==> config.mk <==
export PLATFORM = sky130hd
export DESIGN_NAME = reorder_buffer
export DESIGN_NICKNAME = d
export VERILOG_FILES = /design/src/rtl/reorder_buffer.sv
export SDC_FILE = /design/constraint.sdc
export NUM_CORES = 1
export LEC_CHECK = 0
export CORE_ASPECT_RATIO = 1.25
export CORE_MARGIN = 4
export CORE_UTILIZATION = 25
export DETAILED_ROUTE_END_ITERATION = 10
export SYNTH_ARGS = -nofsm -noshare
export SYNTH_HDL_FRONTEND = slang
export SYNTH_SLANG_ARGS = --single-unit
export TNS_END_PERCENT = 5
==> constraint.sdc <==
create_clock -name clk -period 9 [get_ports clk]
set_input_delay 1.8 -clock clk [delete_from_list [all_inputs] [get_ports clk]]
set_output_delay 1.8 -clock clk [all_outputs]
set_load 0.02 [all_outputs]
==> src/rtl/reorder_buffer.sv <==
// ============================================================================
// Module   : reorder_buffer
// Purpose  : In-order retirement buffer returning old physical registers to
//            the free list. Optional macro ROB_PERF_CNT_EN adds commit_count.
// Revision : 1.0 - initial release
// ============================================================================
`default_nettype none

module reorder_buffer #(
  parameter int DEPTH  = 16,
  parameter int PREG_W = 7,
  parameter int TAG_W  = $clog2(DEPTH)
) (
  input  logic              clk,
  input  logic              reset,
  input  logic              alloc_valid,
  output logic              alloc_ready,
  input  logic              alloc_rd_valid,
  input  logic [PREG_W-1:0] alloc_pd_new,
  input  logic [PREG_W-1:0] alloc_pd_old,
  output logic [TAG_W-1:0]  alloc_tag,
  input  logic              cdb_valid,
  input  logic [TAG_W-1:0]  cdb_tag,
  input  logic              mispredict,
  input  logic [TAG_W-1:0]  mispredict_tag,
  output logic              commit_valid,
  output logic [TAG_W-1:0]  commit_tag,
  output logic [PREG_W-1:0] commit_pd_new,
  output logic              free_write_en,
  output logic [PREG_W-1:0] free_data,
  output logic              full,
`ifdef ROB_PERF_CNT_EN
  output logic              empty,
  output logic [31:0]       commit_count
`else
  output logic              empty
`endif
);

  localparam logic [TAG_W:0] C_DEPTH = (TAG_W+1)'(DEPTH);
  localparam logic [TAG_W:0] C_ONE   = (TAG_W+1)'(1);

  logic [TAG_W-1:0]  head_q, head_d;
  logic [TAG_W-1:0]  tail_q, tail_d;
  logic [TAG_W:0]    count_q, count_d;
  logic [DEPTH-1:0]  done_q;
  logic [DEPTH-1:0]  rd_valid_q;
  logic [PREG_W-1:0] pd_new_q [DEPTH];
  logic [PREG_W-1:0] pd_old_q [DEPTH];

  logic              w_alloc_fire;
  logic              w_cdb_fire;
  logic              w_commit_fire;
  logic [TAG_W-1:0]  w_cdb_off;
  logic [TAG_W-1:0]  w_mp_off;

  assign empty       = (count_q == '0);
  assign full        = (count_q == C_DEPTH);
  assign alloc_ready = !full;
  assign alloc_tag   = tail_q;

  assign w_alloc_fire = alloc_valid && !full && !mispredict;

  // A CDB tag is live only if its distance from head lies inside the window.
  assign w_cdb_off  = cdb_tag - head_q;
  assign w_cdb_fire = cdb_valid && !mispredict && ({1'b0, w_cdb_off} < count_q);

  assign commit_valid  = !reset && !empty && done_q[head_q] && !mispredict;
  assign w_commit_fire = commit_valid;
  assign commit_tag    = head_q;
  assign commit_pd_new = empty ? '0 : pd_new_q[head_q];
  assign free_data     = empty ? '0 : pd_old_q[head_q];
  assign free_write_en = commit_valid && rd_valid_q[head_q] && (pd_old_q[head_q] != '0);

  assign w_mp_off = mispredict_tag - head_q;

  always_comb begin
    head_d  = head_q;
    tail_d  = tail_q;
    count_d = count_q;
    if (mispredict) begin
      tail_d  = mispredict_tag + TAG_W'(1);
      count_d = {1'b0, w_mp_off} + C_ONE;
    end else begin
      if (w_commit_fire) begin
        head_d = head_q + TAG_W'(1);
      end
      if (w_alloc_fire) begin
        tail_d = tail_q + TAG_W'(1);
      end
      count_d = count_q + (TAG_W+1)'(w_alloc_fire) - (TAG_W+1)'(w_commit_fire);
    end
  end

  always_ff @(posedge clk or posedge reset) begin
    if (reset) begin
      head_q  <= '0;
      tail_q  <= '0;
      count_q <= '0;
    end else begin
      head_q  <= head_d;
      tail_q  <= tail_d;
      count_q <= count_d;
    end
  end

  // The allocated slot is never live, so it cannot collide with a CDB write.
  always_ff @(posedge clk or posedge reset) begin
    if (reset) begin
      done_q     <= '0;
      rd_valid_q <= '0;
      for (int i = 0; i < DEPTH; i++) begin
        pd_new_q[i] <= '0;
        pd_old_q[i] <= '0;
      end
    end else begin
      if (w_alloc_fire) begin
        done_q[tail_q]     <= 1'b0;
        rd_valid_q[tail_q] <= alloc_rd_valid;
        pd_new_q[tail_q]   <= alloc_pd_new;
        pd_old_q[tail_q]   <= alloc_pd_old;
      end
      if (w_cdb_fire) begin
        done_q[cdb_tag] <= 1'b1;
      end
    end
  end

`ifdef ROB_PERF_CNT_EN
  logic [31:0] commit_count_q;

  always_ff @(posedge clk or posedge reset) begin
    if (reset) begin
      commit_count_q <= '0;
    end else if (w_commit_fire) begin
      commit_count_q <= commit_count_q + 32'd1;
    end
  end

  assign commit_count = commit_count_q;
`endif

endmodule

`default_nettype wire

==> reports/metrics.yaml, run 1 <==
drt_iter0_markers: 393
ys_types: 51
clk_latency_ns: 0.53
cts_buffer_depth: 3
synth.most_common_cell: "dfrtp_1"
fillers: 5196
yosys_register_bits: 269
postCtsHoldBufs: 0
p_int_mw: 3.62
ant_nets: 0
ys_top_cells_by_count: "269 x dfrtp_1, 245 x mux2_2, 53 x mux4_2"
post_cts_resized: 0
yosys-top-cells-area: "dfrtp_1 52%, mux2_2 21%, mux4_2 9.1%, mux4_1 2.8%, ha_1 1.7%"
grt_max_degree: 73
clock-skew-final_ns: 0.0120
crit_path_start_kind: "flip-flop"
min_to: "done_q[5]$_DFF_PP0_"
synth_edf_count: 0
nets: 960
cp_cell_sequence: "buf_4 > mux4_1 > mux2_2 > nor3_1 > nand4bb_1 > o21ai_0 > a21oi_1 > clkdlybuf4s50_1"
rr_endpoint: "count_q[4]$_DFF_PP0_"
wl_um: 31100
min_period_over_period_pct: 67.3
design.core.area_um2: 51700
setup_tns_ns: 0
numCtsBuffers: 25
finalSetupViolations: 0
regToRegStartpoint: "commit_tag[0]$_DFFE_PP0P_"
vias: 7430
yosysWarnings: 0
synth_cells: 871
cp_max_fo: 46
power_frac_seq_pct: 39.9
instances_no_fill: 1592
drt_drc_violations_left: 0
gp_congestion: 0.726
drv_slew: 0
async_flop_share_pct: 100
fp.dieW_um: 212
drive_above_1_share_pct: 41.3
portBuffers: 54
cts_tree: "built"
placedCellCount: 1549
crit_slowest_cell: "dfrtp_4"
first_pass_iters: 4
synth_ff_type: "dfrtp_1"
grt_pass1_vias: 8006
cts_setup_buffers: 0
tightest_slew_ns: 1.18
io_pins: 55
numClockSinks: 269
synth_top_cell_by_area: "dfrtp_1"
cts_root_buffer: "clkbuf_16"
grtUsageTotal_pct: 11.2
start_util_pct: 25.3
antenna_found_initial: 0
fmax_ghz: 0.165
place_ws_ns: 3.08
syn_to_final_growth_pct: 15.8
final_util_pct: 29.3
p_comb_share_pct: 38.6
dieArea_um2: 56000
ff2ff_setup_slack_ns: 5.00
pwr-share-clk_pct: 21.5
rsz0062_at_grt: "no"
cellLeakagePower_nw: 6.54
rows: 93
synth_area_um2: 13100
synth_nets: 920
viasPerCell: 4.67
status: "finished, final reports clean"
p_switching_mw: 1.65
h-tree-depth: 1
min_path_cells: 2
slew_headroom_pct: 21.1
hold_path.startpoint: "done_q[5]$_DFF_PP0_"
cp_slowest_stage_delay_ns: 1.03
ff2ff_path_depth: 14
arrival_ns: 4.26
fin_crit_ns: 6.06
grt_pass1_wl_um: 49000
hold_class: "reg2reg"
peakVddDrop_uv: 150
cellPowerDensity_nw_per_um2: 348
overflow: 0
yosysTopAreaCellShare_pct: 51.5
critPathRequiredTime_ns: 7.20
setup_ws_ns: 2.94
wl_per_cell_um: 19.6
die_h_um: 264
antenna_cells: 0
worstSetupEndpointType: "output pin"
crit_buf_inv: 2
cp_top_family: "buffers and inverters"
clkTransAtPathRegs_ns: 0.07
hpwlAfterDp_um: 19500
worstSetupPathType: "reg2out"
ys_seq_area_share_pct: 51.5
hold_viol_final: 0
switching_share_pct: 31.3
synth.avg_cell_area_um2: 15.0
maxCapViolCount: 0
==> state kept, by name, summed over array words and instances (netlist names) <==
name,count
rd_valid_q,16
alloc_tag,4
pd_old_q,112
count_q,5
pd_new_q,112
done_q,16
commit_tag,4
==> power groups by stage <==
stage          Clock [mW]  Sequential [mW]  Combinational, mW
2_1_floorplan           0             1.96               1.65
5_1_grt              1.21             2.17               2.23
6_report             1.13             2.10               2.04
3_3_place_gp            0             2.10               2.03
4_1_cts              1.17             2.11               2.07
3_5_place_dp            0             2.13               2.07
==> worst max-delay path by stage <==
stage / from / end / slack (ns) / cells after the start
finish: commit_tag[0]$_DFFE_PP0P_ / free_write_en / 2.94 / 8
global route: commit_tag[0]$_DFFE_PP0P_ / free_write_en / 2.63 / 8
CTS: commit_tag[0]$_DFFE_PP0P_ / free_write_en / 2.76 / 8
detailed placement: mispredict / free_write_en / 3.08 / 6
global placement: mispredict / free_write_en / 3.05 / 6
floorplan: reset / alloc_tag[0]$_DFFE_PP0P_ / 3.65 / 1
==> through the flow <==
step	total power, mW	hold slack, ns	instance area [um^2]
global route	5.61	0.494	15100
floorplan	3.61	0.445	13100
finish	5.27	0.483	15100
global placement	4.13	0.463	14300
detailed placement	4.20	0.475	14300
CTS	5.35	0.489	15100
==> per-layer routing <==
metal	vias up	global-route usage [%]	wire [um]
met5	-	0	0
met4	0	2.89	634
met3	33	1.53	1250
met2	117	19.3	15700
met1	3990	14.7	13500
li1	3290	-	-
==> worst register-to-register path, stage by stage (launching register included) <==
cell and delay (ns):
dfrtp_4 1.03, mux4_1 0.66, mux4_2 0.48, nor4b_4 0.18, ha_1 0.31, inv_1 0.06
ha_1 0.15, inv_1 0.05, fa_1 0.39, inv_1 0.07, a21oi_1 0.06, nor2_1 0.10
nor2_1 0.06, xnor2_1 0.16, o22ai_1 0.09
==> logic make-up after synthesis <==
| logic type | synth area share [%] |
|---|---|
| adder cells (fa/ha/maj) | 2.18 |
| multiplexers | 34.7 |
| buffers and inverters | 3.51 |
| AND/OR/NAND/NOR | 4.22 |
| AO/OA/AOI/OAI | 2.48 |
| XOR/XNOR | 1.34 |
| flip-flops | 51.5 |
==> layout make-up <==
cell class	instances	area [um^2]	area share, %
clock inverter	12	196	1.30
sequential	269	6740	44.5
multi-input combinational	515	5900	39.0
timing repair buffer	72	676	4.47
tap	665	832	5.50
inverter	28	109	0.720
clock buffer	31	678	4.48
==> placed cells by master, fill, tap and decap left out, types with 8 or more instances in the layout <==
cell	synthesis	layout
mux4_2	53	53
mux2i_1	17	17
inv_1	28	27
o21ai_0	8	8
nand3_1	8	8
dfrtp_1	269	266
buf_4	7	18
a21oi_1	10	10
mux4_1	14	14
clkdlybuf4s50_1	0	54
mux2_2	245	245
clkbuf_16	0	25
nand2_1	24	24
ha_1	18	18
nor2b_1	12	12
xnor2_1	13	13
nor2_1	18	15
(Power assumes the default switching activity.)
==> run 2: changes to the inputs <==
clock period = 5.43 ns   (was 9 ns; I/O delays follow)
==> run 2 against run 1 <==
Design area rose by 0.65%. Sequential share of layout area fell by 0.29 points. Sequential power rose by 64%. Clock skew rose by 0.0088 ns. Global-route usage rose by 0.41 points. Hold slack got worse by 0.0049 ns. Critical path depth fell by 1. Setup slack got worse by 2.3 ns. Sequential cell count did not move. Critical endpoint unchanged. Highest routed layer is now met5.
==> reports/metrics.yaml, run 2 (synthesis results as in run 1) <==
dpl_cell_area_um2: 14300
grt_most_used_layer: "met2"
finalPower_mw: 8.83
clock-skew-final_ns: 0.0209
fmax_ghz: 0.210
setup_ws_ns: 0.679
maxCapViolCount: 0
portBuffers: 54
clk_latency_ns: 0.54
fp.dieW_um: 212
crit_path_start_kind: "flip-flop"
hold_path.startpoint: "done_q[7]$_DFF_PP0_"
ff2ff_setup_slack_ns: 1.29
rows: 93
antenna_found_initial: 2
fin_crit_ns: 4.75
cellPowerDensity_nw_per_um2: 580
hold_class: "reg2reg"
ant_nets: 0
p_comb_share_pct: 39.5
min_period_over_period_pct: 87.5
pwr-share-clk_pct: 21.5
vias: 7453
die_h_um: 264
min_to: "done_q[7]$_DFF_PP0_"
dieArea_um2: 56000
cts_buffer_depth: 3
min_path_cells: 2
overflow: 0
h-tree-depth: 1
numCtsBuffers: 26
setup_tns_ns: 0
drt_iter0_markers: 357
io_pins: 55
cts_tree: "built"
nets: 967
status: "finished, final reports clean"
wl_um: 32300
ff2ff_path_depth: 16
slew_headroom_pct: 23.0
final_cell_mix: "266 x dfrtp_1, 245 x mux2_2, 54 x clkdlybuf4s50_1, 53 x mux4_2"
hold_viol_final: 0
rr_endpoint: "count_q[4]$_DFF_PP0_"
power_frac_seq_pct: 39.0
fin_area_um2: 15200
grtUsageTotal_pct: 11.6
grt_max_degree: 105
start_util_pct: 25.3
rsz0062_at_grt: "no"
grtUsageMet3_pct: 1.32
regToRegStartpoint: "commit_tag[0]$_DFFE_PP0P_"
syn_to_final_growth_pct: 16.5
cts_setup_buffers: 0
peakVddDrop_uv: 238
fillers: 5210
first_pass_iters: 4
design.core.area_um2: 51700
use_met2_pct: 20.6
tightest_slew_ns: 1.15
wl_per_cell_um: 20.1
viasPerCell: 4.65
arrival_ns: 3.67
postCtsHoldBufs: 0
use_met1_pct: 14.8
antenna_cells: 0
p_switching_mw: 2.78
reg_top3: "pd_new_q x112, pd_old_q x112"
cellLeakagePower_nw: 6.60
drv_slew: 0
worstSetupPathType: "reg2out"
finalSetupViolations: 0
cts_root_buffer: "clkbuf_16"
hpwlAfterDp_um: 20400
final_common_cell: "dfrtp_1"
gp_congestion: 0.745
clkTransAtPathRegs_ns: 0.06
switching_share_pct: 31.4
numClockSinks: 269
worstSetupEndpointType: "output pin"
grt_pass1_vias: 8167
drive_above_1_share_pct: 41.2
drt_drc_violations_left: 0
critPathRequiredTime_ns: 4.34
post_cts_resized: 0
grt_pass1_wl_um: 50600
place_ws_ns: 0.928
cp_max_fo: 24
p_int_mw: 6.06
-- run 2: cell types whose count changed in the layout (fill, tap and decap cells not counted) --
cell / previous run / this run
buf_12: 0 / 3
buf_4: 18 / 21
bufinv_16: 5 / 4
clkbuf_1: 3 / 10
clkbuf_16: 25 / 27
clkinvlp_4: 4 / 1
inv_6: 1 / 0
-- run 2: worst max-delay path by stage --
stage,startpoint,endpoint,slack [ns],cells past startpoint
final,commit_tag[0]$_DFFE_PP0P_,free_write_en,0.68,7
after global routing,commit_tag[0]$_DFFE_PP0P_,free_write_en,0.52,7
after CTS,commit_tag[0]$_DFFE_PP0P_,free_write_en,0.62,7
after detailed placement,cdb_tag[0],done_q[1]$_DFF_PP0_,0.93,12
after global placement,cdb_tag[0],done_q[0]$_DFF_PP0_,1.12,12
after floorplan,reset,alloc_tag[0]$_DFFE_PP0P_,0.79,1
-- run 2: final cells by class --
type	count	area (um^2)	area share, %
multi-input cells	515	5900	38.7
well taps	665	832	5.47
clock inverters	7	135	0.888
flip-flops and latches	269	6740	44.3
clock buffers	40	754	4.96
inverters	28	109	0.715
repair buffers	78	758	4.98
-- run 2: worst max-delay path: stages (launching register included) --
cell and delay (ns):
dfrtp_4 0.75, buf_4 0.37, mux4_1 0.57, mux4_2 0.47, nor4b_4 0.16, nand2_1 0.07, a21oi_1 0.05, clkdlybuf4s50_1 0.64
-- run 2: power by group through the flow --
stage	clock, mW	sequential, mW	combinational (mW)
6_report	1.90	3.45	3.49
5_1_grt	2.04	3.56	3.79
4_1_cts	1.96	3.45	3.56
3_5_place_dp	0	3.48	3.55
3_3_place_gp	0	3.43	3.47
2_1_floorplan	0	3.25	2.74
-- run 2: metrics by stage --
stage,utilization [%],cells,hold slack [ns]
after global routing,29.5,1602,0.503
after floorplan,-,871,0.445
final,29.5,1602,0.478
after global placement,27.7,1555,0.462
after CTS,29.5,1602,0.484
after detailed placement,27.7,1555,0.470
-- run 2: layer usage --
| metal | up-vias | share of wire (%) |
|---|---|---|
| li1 | 3290 | - |
| met1 | 4002 | 43 |
| met2 | 112 | 52 |
| met3 | 45 | 3.0 |
| met4 | 4 | 2.1 |
| met5 | - | 0.065 |
